$ cat config.mk
export PLATFORM = sky130hd
export DESIGN_NAME = ppa_pipe_adder_flat
export DESIGN_NICKNAME = d
export VERILOG_FILES = /design/src/rtl/ppa_pipe_adder_if.sv /design/src/rtl/ppa_pipe_adder.sv /design/src/flat_wrapper.sv
export SDC_FILE = /design/constraint.sdc
export NUM_CORES = 1
export LEC_CHECK = 0
export ABC_AREA = 1
export CELL_PAD_IN_SITES_DETAIL_PLACEMENT = 1
export CELL_PAD_IN_SITES_GLOBAL_PLACEMENT = 1
export CORE_UTILIZATION = 50
export CTS_CLUSTER_SIZE = 25
export DETAILED_ROUTE_END_ITERATION = 7
export MAX_ROUTING_LAYER = met4
export PLACE_DENSITY = 0.89
export RECOVER_POWER = 25
export SYNTH_ARGS = -nofsm -noshare
export SYNTH_HDL_FRONTEND = slang
export SYNTH_SLANG_ARGS = --single-unit
$ cat constraint.sdc
create_clock -name clk -period 6.7 [get_ports clk]
set_input_delay 1.34 -clock clk [delete_from_list [all_inputs] [get_ports clk]]
set_output_delay 1.34 -clock clk [all_outputs]
set_load 0.05 [all_outputs]
$ cat src/rtl/ppa_pipe_adder_if.sv
// Operand/result streaming bundle for ppa_pipe_adder.
// master = upstream/downstream environment, slave = the adder.
interface ppa_pipe_adder_if #(
    parameter int WIDTH = 16
);
    logic             in_valid;
    logic             in_ready;
    logic [WIDTH-1:0] in_a;
    logic [WIDTH-1:0] in_b;
    logic             in_cin;
    logic             in_sub;
    logic             out_valid;
    logic             out_ready;
    logic [WIDTH-1:0] out_sum;
    logic             out_cout;
    logic             out_ovf;

    modport master (
        output in_valid, in_a, in_b, in_cin, in_sub, out_ready,
        input  in_ready, out_valid, out_sum, out_cout, out_ovf
    );

    modport slave (
        input  in_valid, in_a, in_b, in_cin, in_sub, out_ready,
        output in_ready, out_valid, out_sum, out_cout, out_ovf
    );
endinterface

$ cat src/rtl/ppa_pipe_adder.sv
// Pipelined Kogge-Stone adder/subtractor with an elastic valid/ready pipeline.
// Carry-in sits at prefix position 0, so operand bit i lives at position i+1.
module ppa_pipe_adder #(
    parameter int WIDTH     = 16,
    parameter int REG_EVERY = 2
) (
    input  logic            clk,
    input  logic            rst,
    ppa_pipe_adder_if.slave bus
);
    localparam int N      = WIDTH + 1;
    localparam int LEVELS = $clog2(WIDTH + 1);
    localparam int STAGES = 1 + (LEVELS + REG_EVERY - 1) / REG_EVERY;
    localparam int NREG   = STAGES - 1;

    if (WIDTH < 2 || REG_EVERY < 1 || REG_EVERY > LEVELS) begin : g_bad_param
        $error("ppa_pipe_adder: WIDTH must be >= 2 and REG_EVERY within 1..LEVELS");
    end

    logic [N-1:0]      stg_p_q [0:NREG-1];
    logic [N-1:0]      stg_p_d [0:NREG-1];
    logic [N-1:0]      stg_g_q [0:NREG-1];
    logic [N-1:0]      stg_g_d [0:NREG-1];
    logic [WIDTH-1:0]  stg_o_q [0:NREG-1];
    logic [WIDTH-1:0]  stg_o_d [0:NREG-1];
    logic [STAGES-1:0] vld_q, vld_d, load;
    logic [WIDTH-1:0]  sum_q, sum_d;
    logic              cout_q, cout_d;
    logic              ovf_q, ovf_d;
    logic [N-1:0]      row_p [1:LEVELS];
    logic [N-1:0]      row_g [1:LEVELS];
    logic [WIDTH-1:0]  b_eff;
    logic              c0;

    // A stage loads when empty or when the stage after it is loading too.
    always_comb begin
        logic en;
        en   = bus.out_ready;
        load = '0;
        for (int s = STAGES - 1; s >= 0; s--) begin
            en      = !vld_q[s] || en;
            load[s] = en;
        end
    end

    assign bus.in_ready  = load[0] && !rst;
    assign bus.out_valid = vld_q[STAGES-1];
    assign bus.out_sum   = sum_q;
    assign bus.out_cout  = cout_q;
    assign bus.out_ovf   = ovf_q;

    always_comb begin
        b_eff = bus.in_sub ? ~bus.in_b : bus.in_b;
        c0    = bus.in_sub ? 1'b1 : bus.in_cin;
    end

    for (genvar k = 1; k <= LEVELS; k++) begin : g_row
        localparam int D = 1 << (k - 1);
        logic [N-1:0] src_p, src_g, out_p, out_g;

        if (((k - 1) % REG_EVERY) == 0) begin : g_from_reg
            assign src_p = stg_p_q[(k - 1) / REG_EVERY];
            assign src_g = stg_g_q[(k - 1) / REG_EVERY];
        end else begin : g_from_row
            assign src_p = row_p[k - 1];
            assign src_g = row_g[k - 1];
        end

        // Partners below 2*D already reach position 0, so only g is merged (grey cell).
        always_comb begin
            out_p = src_p;
            out_g = src_g;
            for (int j = D; j < N; j++) begin
                out_g[j] = src_g[j] | (src_p[j] & src_g[j - D]);
                if (j >= 2 * D) begin
                    out_p[j] = src_p[j] & src_p[j - D];
                end
            end
        end

        assign row_p[k] = out_p;
        assign row_g[k] = out_g;
    end

    always_comb begin
        vld_d   = vld_q;
        stg_p_d = stg_p_q;
        stg_g_d = stg_g_q;
        stg_o_d = stg_o_q;
        sum_d   = sum_q;
        cout_d  = cout_q;
        ovf_d   = ovf_q;

        if (load[0]) begin
            vld_d[0]   = bus.in_valid;
            stg_o_d[0] = bus.in_a ^ b_eff;
            stg_p_d[0] = {bus.in_a ^ b_eff, 1'b0};
            stg_g_d[0] = {bus.in_a & b_eff, c0};
        end

        for (int s = 1; s < NREG; s++) begin
            if (load[s]) begin
                vld_d[s]   = vld_q[s - 1];
                stg_p_d[s] = row_p[s * REG_EVERY];
                stg_g_d[s] = row_g[s * REG_EVERY];
                stg_o_d[s] = stg_o_q[s - 1];
            end
        end

        // Output data only moves on a real result, so bubbles leave it untouched.
        if (load[STAGES-1]) begin
            vld_d[STAGES-1] = vld_q[STAGES-2];
            if (vld_q[STAGES-2]) begin
                sum_d  = stg_o_q[NREG-1] ^ row_g[LEVELS][WIDTH-1:0];
                cout_d = row_g[LEVELS][WIDTH];
                ovf_d  = row_g[LEVELS][WIDTH] ^ row_g[LEVELS][WIDTH-1];
            end
        end
    end

    always_ff @(posedge clk) begin
        if (rst) begin
            vld_q  <= '0;
            sum_q  <= '0;
            cout_q <= 1'b0;
            ovf_q  <= 1'b0;
        end else begin
            vld_q  <= vld_d;
            sum_q  <= sum_d;
            cout_q <= cout_d;
            ovf_q  <= ovf_d;
        end
    end

    always_ff @(posedge clk) begin
        stg_p_q <= stg_p_d;
        stg_g_q <= stg_g_d;
        stg_o_q <= stg_o_d;
    end
endmodule

$ cat src/flat_wrapper.sv
// flat-port wrapper written by rule: the top's interface ports become plain ports
module ppa_pipe_adder_flat 
#(
    parameter int WIDTH     = 16,
    parameter int REG_EVERY = 2
)
  (clk, rst, bus_in_valid, bus_in_a, bus_in_b, bus_in_cin, bus_in_sub, bus_out_ready, bus_in_ready, bus_out_valid, bus_out_sum, bus_out_cout, bus_out_ovf);
  ppa_pipe_adder_if #(.WIDTH(WIDTH)) bus_i ();
  input  logic clk;
  input  logic rst;
  input wire logic [$bits(bus_i.in_valid)-1:0] bus_in_valid;
  input wire logic [$bits(bus_i.in_a)-1:0] bus_in_a;
  input wire logic [$bits(bus_i.in_b)-1:0] bus_in_b;
  input wire logic [$bits(bus_i.in_cin)-1:0] bus_in_cin;
  input wire logic [$bits(bus_i.in_sub)-1:0] bus_in_sub;
  input wire logic [$bits(bus_i.out_ready)-1:0] bus_out_ready;
  output wire logic [$bits(bus_i.in_ready)-1:0] bus_in_ready;
  output wire logic [$bits(bus_i.out_valid)-1:0] bus_out_valid;
  output wire logic [$bits(bus_i.out_sum)-1:0] bus_out_sum;
  output wire logic [$bits(bus_i.out_cout)-1:0] bus_out_cout;
  output wire logic [$bits(bus_i.out_ovf)-1:0] bus_out_ovf;
  assign bus_i.in_valid = bus_in_valid;
  assign bus_i.in_a = bus_in_a;
  assign bus_i.in_b = bus_in_b;
  assign bus_i.in_cin = bus_in_cin;
  assign bus_i.in_sub = bus_in_sub;
  assign bus_i.out_ready = bus_out_ready;
  assign bus_in_ready = bus_i.in_ready;
  assign bus_out_valid = bus_i.out_valid;
  assign bus_out_sum = bus_i.out_sum;
  assign bus_out_cout = bus_i.out_cout;
  assign bus_out_ovf = bus_i.out_ovf;
  ppa_pipe_adder #(.WIDTH(WIDTH), .REG_EVERY(REG_EVERY)) u_core (.clk(clk), .rst(rst), .bus(bus_i));
endmodule
==> results.py, run 1 <==
metrics = {
    "sta": {
        "setup_viol": 0,
        "report.final.slew_viol_count": 0,
        "setup_ws_ns": 1.82,
        "min_period_over_period": 0.728,
        "hold_viol": 0,
        "slew_headroom": 0.204,
        "finalSetupTns_ns": 0,
        "finClkSkew_ns": 0.00643,
        "fmax_ghz": 0.205,
        "tightest_slew_ns": 1.19,
        "rsz0062_at_grt": "no",
        "finalCriticalPeriod_ns": 4.88,
    },
    "logic_synthesis": {
        "synthAdderAreaFrac": 0.0379,
        "yosysTopAreaCellShare": 0.642,
        "syn_area_per_cell_um2": 14.0,
        "synth_compound_area_frac": 0.0720,
        "synth_top_family_by_area": "simple AND/OR/NAND/NOR gates",
        "synth_nets": 432,
        "synthMuxAreaShare": 0,
        "synth_edf_count": 113,
        "ys_warn_count": 0,
        "syn-cell-area_um2": 5280,
        "ys_top_cells_by_area": "edfxtp_1, dfxtp_1, nand2_1",
        "synth.yosys.seq_area_share": 0.726,
        "synth_area_leader_cell": "edfxtp_1",
        "synth_flop_cell": "edfxtp_1",
        "synth_cell_types": 27,
        "ys_ff_latch": 135,
        "synthCells": 378,
        "ys_async_sr_fraction": 0,
        "synth_xor_area_frac": 0.0531,
        "yosys.area_share.simple": 0.0805,
    },
    "min_path": {
        "hold_end": "u_core.stg_o_q[11]$_DFFE_PP_",
        "hp-start": "u_core.stg_o_q[27]$_DFFE_PP_",
        "hold_class": "reg -> reg",
        "hold_depth": 0,
    },
    "setup_path": {
        "critPathRequiredTime_ns": 5.36,
        "cp.arrival_ns": 3.54,
        "reg2reg_depth": 3,
        "cp-end-kind": "output port",
        "ff2ff_setup_slack_ns": 4.46,
        "startpoint_type": "input pin",
        "path_max_fanout": 35,
        "worstSetupPathType": "in -> out",
        "r2r-end": "u_core.stg_o_q[27]$_DFFE_PP_",
        "r2r_start": "u_core.vld_q[3]$_SDFFE_PP0P_",
    },
    "grt": {
        "grt_pass1_vias": 3255,
        "use_met2": 0.385,
        "grt_usage": 0.221,
        "use_met3": 0.0474,
        "grt_max_degree": 48,
        "busiest_layer": "met2",
        "grt_use_met1": 0.244,
        "grt-ovfl-total": 0,
        "grt_pass1_wl_mm": 17.3,
        "antenna_found_initial": 0,
    },
    "flow_run": {
        "drv_cap": 0,
    },
    "cells_and_area": {
        "final_nets": 505,
        "seqCellArea_um2": 3830,
        "multi_input_area_um2": 1290,
        "nFillCells": 995,
        "drive_gt1_frac": 0.108,
        "diodes": 0,
        "area_delta_synth_final_pct": 25.3,
    },
    "drt": {
        "ant_nets": 0,
        "drc_errors": 0,
        "wl_mm": 10.6,
        "dr.pass1.iters": 4,
        "drt_iter0_markers": 150,
        "vias": 3033,
        "wl_per_cell_um": 17.6,
        "vias_per_cell": 5.06,
    },
    "cts": {
        "clockRootBuffer": "clkbuf_8",
        "clock_path_buffers": 2,
        "hold_buffers": 0,
        "insertion_delay_ns": 0.52,
        "clkSinkCount": 135,
        "cts_max_level": 4,
        "cts_tree": "yes",
        "cts_setup_buffers": 0,
        "cts-resized-gates": 0,
        "clk_pin_slew_ns": 0.06,
        "cts_buffers": 17,
    },
    "pwr": {
        "p_int_uw": 1750,
        "p_leak_uw": 0.00266,
        "power_density_nw_per_um2": 340,
        "ir_drop_v": 0.000166,
        "p_sw_frac": 0.220,
        "p_comb_frac": 0.083,
        "p_switching_uw": 496,
        "pwr-share-clk": 0.425,
        "share_seq_of_total_power": 0.491,
    },
    "placed_design": {
        "place_ws_ns": 1.81,
        "gp_congestion": 0.845,
        "hpwlAfterDp_mm": 6.88,
        "numPortBuffers": 57,
    },
    "floorplanning": {
        "core-area_um2": 10300,
        "die_x_um": 105,
        "pin_count": 58,
        "die_y_um": 105,
        "rows": 37,
        "start_util": 0.514,
        "dieArea_um2": 11000,
    },
    "status": {
        "status": "complete, no violations",
    },
}
==> synth_stat cells, types with 3 or more instances <==
cell type,number
nor2_1,19
o21ai_0,10
o21bai_1,3
xor2_1,16
inv_1,26
buf_4,3
a21o_1,9
nand2_1,64
xnor2_1,16
a21oi_2,10
inv_2,3
edfxtp_1,113
nand3_1,8
ha_1,16
a21oi_1,29
dfxtp_1,22
==> stage by stage <==
stage	hold WS (ns)	cell area, um^2	instances	utilization	power (uW)
6_report	0.417	6620	600	0.644	2250
5_1_grt	0.425	6620	600	0.644	2320
4_1_cts	0.416	6620	600	0.644	2270
3_5_place_dp	0.409	5990	568	0.583	1300
3_3_place_gp	0.402	5990	568	0.583	1280
2_1_floorplan	0.400	5280	378	-	1210
==> logic make-up after synthesis <==
family                   count (synthesis)
buffers and inverters                   34
flip-flops                             135
AO/OA/AOI/OAI                           62
AND/OR/NAND/NOR                         99
XOR/XNOR                                32
adder cells (fa/ha/maj)                 16
==> layout make-up <==
class / instances / area share
Clock buffer: 26 / 0.0833
Clock inverter: 6 / 0.0119
Inverter: 29 / 0.0164
Multi-Input combinational cell: 209 / 0.195
Sequential cell: 135 / 0.579
Tap cell: 136 / 0.0257
Timing Repair Buffer: 59 / 0.0885
==> placed cells by master, fill, tap and decap left out, types with 2 or more instances in the layout <==
cell	instances
o21bai_1	3
edfxtp_1	113
buf_4	2
inv_2	3
inv_1	26
clkinv_2	3
clkbuf_8	5
nand2_1	64
a21oi_1	29
clkbuf_1	2
xor2_1	16
a21oi_2	10
o21ai_0	10
nand3_1	7
a21o_1	9
clkbuf_16	19
clkdlybuf4s50_1	57
ha_1	16
bufinv_16	2
dfxtp_1	22
xnor2_1	16
nor2_1	19
==> worst max path at each step <==
stage                        end          start  cells past startpoint  slack (ns)
floorplan           bus_in_ready  bus_out_ready                      4        2.37
global placement    bus_in_ready  bus_out_ready                      7        1.98
detailed placement  bus_in_ready  bus_out_ready                      7        1.81
CTS                 bus_in_ready  bus_out_ready                      7        1.79
global route        bus_in_ready  bus_out_ready                      7        1.71
finish              bus_in_ready  bus_out_ready                      7        1.82
==> power by group through the flow <==
stage / registers, uW / logic [uW] / clock network, uW
after global placement: 1100 / 174 / 0
after CTS: 1110 / 190 / 969
final: 1110 / 188 / 956
after floorplan: 1100 / 105 / 0
after global routing: 1120 / 208 / 994
after detailed placement: 1120 / 184 / 0
==> flip-flops by register name, indices dropped and copies added (netlist names) <==
name / count
u_core.g_row.out_p: 1
u_core.g_row.src_g: 51
u_core.bus.out_sum: 16
u_core.g_row.src_p: 13
u_core.bus.out_cout: 1
u_core.bus.out_ovf: 1
u_core.vld_q: 4
u_core.stg_o_q: 48
==> critical path, cell delays in order <==
cell	delay (ns)
clkdlybuf4s50_1	0.55
nor2_4	0.10
nand4_1	0.12
buf_4	0.40
inv_1	0.08
nor2_1	0.11
clkdlybuf4s50_1	0.82
==> per-layer routing <==
layer  up-vias  wire length (um)  share of wire
li1       1471                 -              -
met1      1456              4360           0.41
met2        84              5650           0.53
met3        22               355          0.034
met4         0               221          0.021
met5         -                 0              0
No activity file was read; power rests on OpenSTA's default activity.
==> inputs of run 2 (changes only) <==
--- a/config.mk
+++ b/config.mk
@@ -8,11 +8,11 @@
 export ABC_AREA = 1
 export CELL_PAD_IN_SITES_DETAIL_PLACEMENT = 1
 export CELL_PAD_IN_SITES_GLOBAL_PLACEMENT = 1
-export CORE_UTILIZATION = 50
+export CORE_UTILIZATION = 42
 export CTS_CLUSTER_SIZE = 25
 export DETAILED_ROUTE_END_ITERATION = 7
 export MAX_ROUTING_LAYER = met4
-export PLACE_DENSITY = 0.89
+export PLACE_DENSITY = 0.8
 export RECOVER_POWER = 25
 export SYNTH_ARGS = -nofsm -noshare
 export SYNTH_HDL_FRONTEND = slang
==> constraint.sdc (replaced) <==
create_clock -name clk -period 4.2 [get_ports clk]
set_input_delay 0.84 -clock clk [delete_from_list [all_inputs] [get_ports clk]]
set_output_delay 0.84 -clock clk [all_outputs]
set_load 0.05 [all_outputs]
==> results.py, run 2 (synthesized netlist as in run 1, its figures left out) <==
metrics = {
    "setup_path": {
        "worstSetupPathType": "in -> out",
        "crit_family": "buffers and inverters",
        "startpoint": "bus_out_ready",
        "reg2reg_depth": 4,
        "startpoint_type": "input pin",
        "r2r_start": "u_core.vld_q[3]$_SDFFE_PP0P_",
        "path_max_fanout": 4,
        "ff2ff_setup_slack_ns": 2.75,
        "crit_buf_inv": 3,
        "crit_slowest_cell": "clkdlybuf4s50_1",
        "cp.arrival_ns": 2.03,
        "critPathRequiredTime_ns": 3.36,
        "cp_slowest_stage_delay_ns": 0.48,
        "cp-end-kind": "output port",
        "endpoint": "bus_in_ready",
        "r2r-end": "u_core.stg_o_q[28]$_DFFE_PP_",
        "crit_chain": "clkdlybuf4s50_1 -> nor2_4 -> nand4_1 -> inv_1 -> nor2_1 -> buf_4",
        "cp_num_cells": 6,
    },
    "cells_and_area": {
        "diodes": 0,
        "mostFrequentLayoutCell": "edfxtp_1",
        "drive_gt1_frac": 0.116,
        "layout_common_cells": "edfxtp_1, nand2_1, clkdlybuf4s50_1",
        "largest_register_ffs": 51,
        "final_nets": 506,
        "area_delta_synth_final_pct": 26.8,
        "stdcell_area_um2": 6700,
        "final_cells": 633,
    },
    "grt": {
        "grt_usage": 0.187,
        "grt_max_degree": 48,
        "grt_pass1_wl_mm": 17.1,
        "grt_pass1_vias": 3268,
        "grt-ovfl-total": 0,
        "antenna_found_initial": 0,
    },
    "sta": {
        "hold_viol": 0,
        "slew_headroom": 0.403,
        "fmax_ghz": 0.348,
        "rsz0062_at_grt": "no",
        "tightest_slew_ns": 0.893,
        "finalSetupTns_ns": 0,
        "setup_viol": 0,
        "report.final.slew_viol_count": 0,
        "finClkSkew_ns": 0.00790,
        "min_period_over_period": 0.684,
        "finalCriticalPeriod_ns": 2.87,
        "hold_ws_ns": 0.431,
    },
    "placed_design": {
        "gp_congestion": 0.769,
        "dpl-instance-area_um2": 6030,
        "numPortBuffers": 57,
        "place_inst": 601,
        "hpwlAfterDp_mm": 6.93,
    },
    "pwr": {
        "power_density_nw_per_um2": 547,
        "ir_drop_v": 0.000356,
        "p_leak_uw": 0.00268,
        "p_total_uw": 3660,
    },
    "drt": {
        "wl_mm": 10.7,
        "dr.pass1.iters": 4,
        "drt_iter0_markers": 101,
        "vias_per_cell": 4.75,
        "drc_errors": 0,
        "wl_per_cell_um": 16.9,
        "vias": 3007,
        "ant_nets": 0,
    },
    "cts": {
        "clockRootBuffer": "clkbuf_16",
        "cts_tree": "yes",
        "cts_setup_buffers": 0,
        "cts-resized-gates": 0,
        "insertion_delay_ns": 0.41,
        "clkSinkCount": 135,
        "hold_buffers": 0,
        "clock_path_buffers": 2,
        "cts_max_level": 4,
        "clk_pin_slew_ns": 0.06,
        "cts_buffers": 17,
    },
    "floorplanning": {
        "pin_count": 58,
        "die_x_um": 114,
        "start_util": 0.436,
        "die_y_um": 114,
        "rows": 40,
        "core-area_um2": 12100,
        "dieArea_um2": 13000,
    },
    "min_path": {
        "hp-start": "u_core.stg_o_q[19]$_DFFE_PP_",
        "hold_class": "reg -> reg",
    },
    "status": {
        "status": "complete, no violations",
    },
    "flow_run": {
        "drv_cap": 0,
    },
}
run 2: cell types whose count changed in the layout (fill, tap and decap cells not counted), moves of 2 or more:
| cell | change |
|---|---|
| clkbuf_16 | +4 |
| clkbuf_8 | -4 |
| buf_4 | +2 |
| clkinv_4 | +2 |
run 2: metal layers:
| metal | GRT usage | vias to the layer above | share of wire |
|---|---|---|---|
| met1 | 0.196 | 1450 | 0.40 |
| met4 | 0.101 | 0 | 0.025 |
| met2 | 0.330 | 68 | 0.55 |
| met3 | 0.0376 | 16 | 0.030 |
| li1 | - | 1473 | - |
| met5 | - | - | 0 |
run 2: area by class of cell:
| type | count | area (um^2) |
|---|---|---|
| Multi-Input combinational cell | 209 | 1290 |
| Inverter | 29 | 109 |
| Clock buffer | 25 | 593 |
| Timing Repair Buffer | 60 | 591 |
| Tap cell | 168 | 210 |
| Clock inverter | 7 | 70.1 |
| Sequential cell | 135 | 3830 |
| Fill cell | 1236 | 5410 |
run 2: power breakdown:
group | internal [uW] | total [uW] | switching [uW]
registers | 1650 | 1760 | 110
clock network | 1040 | 1600 | 556
logic | 134 | 301 | 166
total | 2830 | 3660 | 832
run 2: worst register-to-register path, cell delays in order (launching register included):
cell and delay [ns]:
dfxtp_1 0.33, inv_1 0.11, nor2_4 0.07, nand3_2 0.06
buf_4 0.47
run 2: worst min-delay path by stage:
| stage | to | slack [ns] | depth (start not counted) |
|---|---|---|---|
| 2_1_floorplan | u_core.stg_o_q[0]$_DFFE_PP_ | 0.40 | 0 |
| 3_3_place_gp | u_core.stg_o_q[4]$_DFFE_PP_ | 0.40 | 0 |
| 3_5_place_dp | u_core.stg_o_q[7]$_DFFE_PP_ | 0.41 | 0 |
| 4_1_cts | u_core.stg_o_q[13]$_DFFE_PP_ | 0.43 | 0 |
| 5_1_grt | u_core.stg_o_q[8]$_DFFE_PP_ | 0.44 | 0 |
| 6_report | u_core.stg_o_q[3]$_DFFE_PP_ | 0.43 | 0 |
run 2: stage by stage:
stage               utilization  setup WS (ns)
detailed placement        0.498           1.32
CTS                       0.553           1.31
floorplan                     -          0.871
global route              0.553           1.25
finish                    0.553           1.33
global placement          0.498           1.39
